[config.mk]
export PLATFORM = sky130hd
export DESIGN_NAME = sequence_generator
export DESIGN_NICKNAME = d
export VERILOG_FILES = /design/src/rtl/sequence_pkg.sv /design/src/rtl/sequence_generator.sv
export SDC_FILE = /design/constraint.sdc
export NUM_CORES = 1
export LEC_CHECK = 0
export CAP_MARGIN = 5
export CORE_MARGIN = 4
export CORE_UTILIZATION = 55
export DETAILED_ROUTE_END_ITERATION = 8
export HOLD_SLACK_MARGIN = 0.03
export PLACE_DENSITY = 0.78
export SKIP_LAST_GASP = 1
export SLEW_MARGIN = 20
export SYNTH_ARGS = -nofsm -noshare
export SYNTH_HDL_FRONTEND = slang
export SYNTH_SLANG_ARGS = --single-unit
[constraint.sdc]
create_clock -name clk -period 2.9 [get_ports clk]
set_clock_uncertainty 0.2 [all_clocks]
set_input_delay 0.435 -clock clk [delete_from_list [all_inputs] [get_ports clk]]
set_output_delay 0.435 -clock clk [all_outputs]
set_load 0.02 [all_outputs]
[src/rtl/sequence_pkg.sv]
// Shared constants for the serial pattern blocks: FSM state
// encoding and the default pattern the detectors look for.
package sequence_pkg;

  localparam int          STATE_W     = 2;
  localparam logic [1:0]  IDLE        = 2'd0;
  localparam logic [1:0]  SEND        = 2'd1;
  localparam logic [1:0]  GAP         = 2'd2;

  localparam int          DEF_PAT_W   = 6;
  localparam logic [5:0]  DEF_PATTERN = 6'b101101;

endpackage

[src/rtl/sequence_generator.sv]
// Serial pattern transmitter: sends PATTERN MSB-first, repeated
// repeat_n times with gap zero bits between repetitions.
// Ports: clk, rstn (sync, active-low), start, repeat_n, gap,
//        a / a_valid / a_ready (valid-ready stream), busy, done.
module sequence_generator
  import sequence_pkg::*;
#(
  parameter int                   PATTERN_W = DEF_PAT_W,
  parameter logic [PATTERN_W-1:0] PATTERN   = DEF_PATTERN,
  parameter int                   CNT_W     = 8,
  parameter int                   GAP_W     = 4
) (
  input  logic             clk,
  input  logic             rstn,
  input  logic             start,
  input  logic [CNT_W-1:0] repeat_n,
  input  logic [GAP_W-1:0] gap,
  output logic             a,
  output logic             a_valid,
  input  logic             a_ready,
  output logic             busy,
  output logic             done
);

  localparam int               IDX_W = $clog2(PATTERN_W);
  localparam logic [IDX_W-1:0] LAST  = IDX_W'(PATTERN_W - 1);
  localparam logic [CNT_W-1:0] ONE   = CNT_W'(1);
  localparam logic [GAP_W-1:0] GONE  = GAP_W'(1);

  logic [STATE_W-1:0] r_state;
  logic [IDX_W-1:0]   r_bit_idx;
  logic [CNT_W-1:0]   r_rep_left;
  logic [GAP_W-1:0]   r_gap_left;
  logic [GAP_W-1:0]   r_gap_q;
  logic               r_done;

  logic [STATE_W-1:0] w_state_d;
  logic [IDX_W-1:0]   w_bit_idx_d;
  logic [CNT_W-1:0]   w_rep_left_d;
  logic [GAP_W-1:0]   w_gap_left_d;
  logic [GAP_W-1:0]   w_gap_q_d;
  logic               w_done_d;
  logic               w_xfer;

  // a_valid is decoded from state only, so the handshake has
  // no combinational path from a_ready to any output.
  assign w_xfer = a_valid && a_ready;

  always_ff @(posedge clk) begin
    if (!rstn) begin
      r_state    <= IDLE;
      r_bit_idx  <= '0;
      r_rep_left <= '0;
      r_gap_left <= '0;
      r_gap_q    <= '0;
      r_done     <= 1'b0;
    end else begin
      r_state    <= w_state_d;
      r_bit_idx  <= w_bit_idx_d;
      r_rep_left <= w_rep_left_d;
      r_gap_left <= w_gap_left_d;
      r_gap_q    <= w_gap_q_d;
      r_done     <= w_done_d;
    end
  end

  always_comb begin
    w_state_d    = r_state;
    w_bit_idx_d  = r_bit_idx;
    w_rep_left_d = r_rep_left;
    w_gap_left_d = r_gap_left;
    w_gap_q_d    = r_gap_q;
    w_done_d     = 1'b0;
    unique case (r_state)
      IDLE: begin
        if (start) begin
          w_state_d    = SEND;
          w_bit_idx_d  = LAST;
          w_rep_left_d = (repeat_n == '0) ? ONE : repeat_n;
          w_gap_q_d    = gap;
        end
      end
      SEND: begin
        if (w_xfer) begin
          if (r_bit_idx != '0) begin
            w_bit_idx_d = r_bit_idx - 1'b1;
          end else if (r_rep_left == ONE) begin
            w_state_d    = IDLE;
            w_rep_left_d = '0;
            w_done_d     = 1'b1;
          end else begin
            w_rep_left_d = r_rep_left - ONE;
            w_bit_idx_d  = LAST;
            if (r_gap_q != '0) begin
              w_state_d    = GAP;
              w_gap_left_d = r_gap_q;
            end
          end
        end
      end
      GAP: begin
        if (w_xfer) begin
          w_gap_left_d = r_gap_left - GONE;
          if (r_gap_left == GONE) begin
            w_state_d = SEND;
          end
        end
      end
      default: begin
        w_state_d = IDLE;
      end
    endcase
  end

  always_comb begin
    a       = 1'b0;
    a_valid = 1'b0;
    busy    = 1'b0;
    unique case (r_state)
      SEND: begin
        a       = PATTERN[r_bit_idx];
        a_valid = 1'b1;
        busy    = 1'b1;
      end
      GAP: begin
        a_valid = 1'b1;
        busy    = 1'b1;
      end
      default: begin
        a       = 1'b0;
        a_valid = 1'b0;
        busy    = 1'b0;
      end
    endcase
  end

  assign done = r_done;

endmodule

Word level (Yosys, flattened, before mapping)
Memories as Yosys holds them, arrays and structs flattened. A register that Yosys moved wholly into a read port is not among the register bits.
Index checks and enable logic that the tools add are counted.
{"block": "word_totals", "regBits": 22, "mem_bits_ro": 8, "word_cells": 72, "output_inout_bits": 4, "memories": 1, "in_bits": 16}
{"block": "op_classes", "order_cmp": 1, "bitwise_logic": 3, "reduce_logical": 14, "eq_ne": 13, "addsub": 3, "muxes": 31}
{"memory": "(name not given)", "words": 8, "word_bits": 1, "read_ports": 1, "rd_clocked_by_memory_dff": 1, "write_ports": 0, "line_no": "sequence_generator.sv:121", "source": "a = PATTERN[r_bit_idx];"}
{"cell": "$mux W8", "count": 5}
{"cell": "$mux W4", "count": 5}
{"cell": "$mux W3", "count": 6}
{"cell": "$pmux W8 S2", "count": 1}
{"cell": "$mux W2", "count": 7}
{"cell": "$ne A2 B2 Y1 const B", "count": 7}
{"cell": "$reduce_and A6 Y1", "count": 2}
{"cell": "$eq A8 B1 Y1 const B", "count": 1}
{"cell": "$logic_not A8 Y1", "count": 1}
{"cell": "$pmux W4 S2", "count": 1}
{"cell": "$reduce_and A4 Y1", "count": 2}
{"cell": "$sub A8 B1 Y8 const B", "count": 1}
{"cell": "$ne A3 B3 Y1 const B", "count": 2}
{"cell": "$pmux W2 S3", "count": 1}
{"cell": "$pmux W3 S2", "count": 1}
{"cell": "$eq A4 B1 Y1 const B", "count": 1}
{"cell": "$lt A3 B4 Y1 const B", "count": 1}
{"cell": "$mux W1", "count": 4}
{"cell": "$reduce_bool A2 Y1", "count": 2}
{"cell": "$reduce_bool A4 Y1", "count": 1}
{"cell": "$reduce_or A4 Y1", "count": 1}
{"cell": "$sub A4 B1 Y4 const B", "count": 1}
{"cell": "$not A1 Y1", "count": 3}
{"cell": "$reduce_bool A3 Y1", "count": 1}
{"cell": "other kinds (7)", "count": 7}

Depth between registers and ports, before layout
Gate-level depths: netlist of run 1.
{"block": "logic_depth", "ltp_word": 8, "depth_mapped": 8, "depth_no_buf": 6}

Worst setup path before layout of run 1
OpenSTA, ideal clock, no wires.
{"block": "synth_path", "kind": "reg-to-reg", "start": "register r_state[0]", "end": "register (tool-made name)", "setup_time_ps": 143, "path_buffers": 2, "path_stages_with_launch": 9, "period_less_slack_ps": 2084, "arrival_time_ps": 1741, "required_time_ps": 2557, "setup_slack_ps": 816, "cell_sequence": "dfxtp_1 inv_1 ha_1 buf_4 mux2_4 and2_1 clkbuf_1 o311ai_0 o311ai_1"}
{"element": "start: declaration", "line_no": "sequence_generator.sv:30", "source": "logic [STATE_W-1:0] r_state;"}
{"element": "start signal: assignment", "line_no": "sequence_generator.sv:58", "source": "r_state <= w_state_d;"}

Worst setup path in the final report of run 1
{"block": "layout_path", "start": "register r_state[1]", "end": "output a"}
{"block": "layout_via", "elab_chain_cells": 2}
{"element": "$eq A2 B1 Y1", "line_no": "sequence_generator.sv:119", "source": "unique case (r_state)"}
{"element": "$mux W1", "line_no": "sequence_generator.sv:119"}
{"element": "end: declaration", "line_no": "sequence_generator.sv:18", "source": "output logic a,"}
No other way between the ends.

==> results of run 1 <==
-- metrics by stage --
stage	hold slack [ns]	total power, mW	cells	utilization [%]	worst slack (ns)
floorplan	0.243	1.26	196	-	0.816
global placement	0.271	1.41	236	64.4	0.659
detailed placement	0.285	1.43	236	64.4	0.463
CTS	0.303	1.59	240	65.3	0.277
global route	0.340	1.75	240	65.3	0.171
finish	0.310	1.60	240	65.3	0.278
-- state kept, by name (all words and copies together), names as in the netlist, named ones only --
signal / cells
r_gap_q: 4
r_rep_left: 8
done: 1
r_gap_left: 4
r_state: 2
r_bit_idx: 3
-- per-layer routing --
| metal | up-vias | wire length, µm | GRT usage, % |
|---|---|---|---|
| met5 | - | 0 | 0 |
| met4 | 0 | 38 | 7.16 |
| met3 | 5 | 194 | 4.68 |
| met2 | 43 | 1850 | 33.6 |
| li1 | 763 | - | - |
| met1 | 725 | 1790 | 26.8 |
-- logic make-up (layout without fill, tap and decap cells) --
logic type / Yosys count / count (layout)
flops: 23 / 23
buf+inv: 22 / 35
xor+xnor: 2 / 2
mux: 5 / 5
compound gates: 66 / 66
simple gates: 70 / 70
fa+ha+maj: 8 / 8
-- synth_stat cells (3+ instances only) --
cell type / number / area share (%)
o211ai_1: 4 / 1.8
o21ai_0: 12 / 3.6
inv_1: 10 / 2.3
nand3_1: 10 / 3.0
o311a_1: 3 / 1.8
ha_1: 8 / 6.1
a21oi_1: 10 / 3.0
o2111ai_1: 3 / 1.6
nor2b_1: 3 / 1.1
nor2_1: 7 / 1.6
buf_4: 3 / 1.4
clkbuf_1: 4 / 0.91
and2_1: 4 / 1.5
o21a_1: 4 / 1.8
a22oi_1: 3 / 1.4
nand2b_1: 6 / 2.3
buf_6: 3 / 2.0
o31ai_1: 3 / 1.4
and3_1: 3 / 1.1
a21boi_0: 5 / 2.3
nand2_1: 16 / 3.6
mux2i_1: 4 / 2.4
dfxtp_1: 23 / 28
-- worst max-delay path: stages (launching register included) --
cell and delay (ns):
dfxtp_1 0.37, inv_1 0.09, ha_1 0.41, and2_1 0.20, clkdlybuf4s50_1 0.60
-- cell type report --
class	instances	area [µm²]	share of cell area, %
inverters	10	37.5	2.05
flip-flops and latches	23	460	25.1
clock buffers	4	26.3	1.43
multi-input cells	151	1060	58.1
well taps	31	38.8	2.12
repair buffers	21	205	11.2
-- power groups by stage --
stage / sequential (mW) / combinational [mW] / clock (mW)
after floorplan: 0.477 / 0.781 / 0
after global placement: 0.498 / 0.910 / 0
after detailed placement: 0.504 / 0.930 / 0
after CTS: 0.496 / 0.934 / 0.162
after global routing: 0.512 / 1.05 / 0.181
final: 0.500 / 0.943 / 0.159
-- final timing paths --
path                                     end
setup / recovery                           a
hold / removal       r_gap_q[2]$_SDFFE_PN0P_
setup reg to reg  r_gap_left[1]$_SDFFE_PN0P_
hold reg to reg      r_gap_q[2]$_SDFFE_PN0P_
==> flow_summary_export.csv, run 1 <==
group,metric,value,unit
timing,setup_violations,0,
floorplan,die_area,3940,µm²
clock_network,cts_hold_buf,0,
job,cap_violations,0,
logic_synthesis,avgSynthCellArea,8.43,µm²
power_and_ir_drop,swShare,46.9,%
clock_network,cts_resized,0,
worst_setup_path,cp-start-kind,"register",
placement,portBuffers,19,
outcome,status,"complete, no violations",
route,routed_wl,3880,µm
route,drc,0,
worst_hold_path,worstHoldStart,"r_gap_q[2]$_SDFFE_PN0P_",
logic_synthesis,synth_cells,196,
power_and_ir_drop,comb_power_share,58.9,%
power_and_ir_drop,p_seq_share,31.2,%
route,drt-initial-drc-count,97,
logic_synthesis,synth_cell_types,60,
clock_network,clk_path_buf_depth,2,
route,postRouteAntennaNets,0,
floorplan,rows,19,
timing,hold_violations,0,
power_and_ir_drop,p_per_area,874,nW/µm²
clock_network,htree_levels,1,
clock_network,clock-root-buffer,"clkbuf_4",
worst_setup_path,ff2ff_setup_slack,0.40,ns
route,first_pass_iters,4,
timing,maxSlewViolCount,0,
finish,finalInstanceArea,1830,µm²
global_route,grt_pass1_wl,6730,µm
route,wl_per_cell,16.2,µm
floorplan,coreArea,2810,µm²
finish,syn_to_final_growth,11.0,%
power_and_ir_drop,p_clk_share,9.9,%
placement,place_area,1810,µm²
clock_network,numCtsBuffers,3,
clock_network,clock_sinks,23,
clock_network,insertion_delay,0.33,ns
clock_network,tritoncts,"yes",
worst_setup_path,worstSetupPathType,"reg2out",
worst_setup_path,critPathLaunch,"r_state[1]$_SDFFE_PN0P_",
power_and_ir_drop,p_leak,0.703,nW
finish,final_common_cell,"dfxtp_1",
worst_hold_path,min_delay_path_depth,2,
floorplan,die_width,62.8,µm
worst_setup_path,worstReg2RegStart,"r_state[1]$_SDFFE_PN0P_",
logic_synthesis,synthMuxAreaShare,3.33,%
floorplan,die_y,62.8,µm
finish,antenna_cells,0,
floorplan,initial_core_util,58.9,%
timing,worst_pin_slew,0.648,ns
logic_synthesis,synth_warnings,0,
timing,fmax,381,MHz
logic_synthesis,synth_fp_nets,220,
logic_synthesis,yosys.area_share.simple,25.6,%
logic_synthesis,synthAdderAreaFrac,6.06,%
finish,drive_gt1_share,8.13,%
logic_synthesis,synth_compound_area_share,28.4,%
route,vias_per_cell,6.40,
power_and_ir_drop,p_int,0.851,mW
worst_setup_path,worstRegToRegCells,6,
global_route,grt_max_degree,30,
timing,slew_headroom,56.2,%
timing,tns,0,ns
global_route,track_usage,20.7,%
power_and_ir_drop,peakVddDrop,0.465,mV
timing,period_minus_slack,2.62,ns
global_route,grt-ovfl-total,0,
logic_synthesis,synth_top_family_by_area,"compound AO/OA/AOI/OAI gates",
logic_synthesis,seq_area_frac_synth,27.9,%
logic_synthesis,synth_seq_cells,23,
worst_setup_path,cp_max_fo,14,
placement,globalplace.congestion,0.907,
logic_synthesis,synthArstFlopShare,0,%
route,dr_total_vias,1536,
logic_synthesis,synth_xor_area_share,1.06,%
clock_network,clk_pin_slew,0.13,ns
timing,rsz0062_at_grt,"no",
global_route,grt_pass1_vias,1513,
global_route,antenna_found_initial,0,
worst_setup_path,required,2.27,ns
placement,dpl.hpwl,2940,µm
logic_synthesis,synth_area,1650,µm²
power_and_ir_drop,p_sw,0.751,mW
logic_synthesis,synth_ff_type,"dfxtp_1",
worst_hold_path,hold_path.class,"reg2reg",
clock_network,post_cts_buffers,0,
finish,n_fill_cell,260,
finish,layout_common_cells,"23 x dfxtp_1, 19 x clkdlybuf4s50_1, 16 x nand2_1",
worst_setup_path,cp.arrival,1.99,ns
finish,layout.nets,234,
floorplan,io_pins,20,
logic_synthesis,synth_edf_count,0,
worst_setup_path,end_kind,"output port",
timing,period_share,90.4,%
(Power assumes the default switching activity.)
==> inputs of run 2 (changes only) <==
--- a/config.mk
+++ b/config.mk
@@ -11,6 +11,7 @@
 export DETAILED_ROUTE_END_ITERATION = 8
 export HOLD_SLACK_MARGIN = 0.03
 export PLACE_DENSITY = 0.78
+export SETUP_SLACK_MARGIN = 0.1
 export SKIP_LAST_GASP = 1
 export SLEW_MARGIN = 20
 export SYNTH_ARGS = -nofsm -noshare
==> results of run 2 <==
The final DEF is identical to that of run 1; final timing and power are the same.
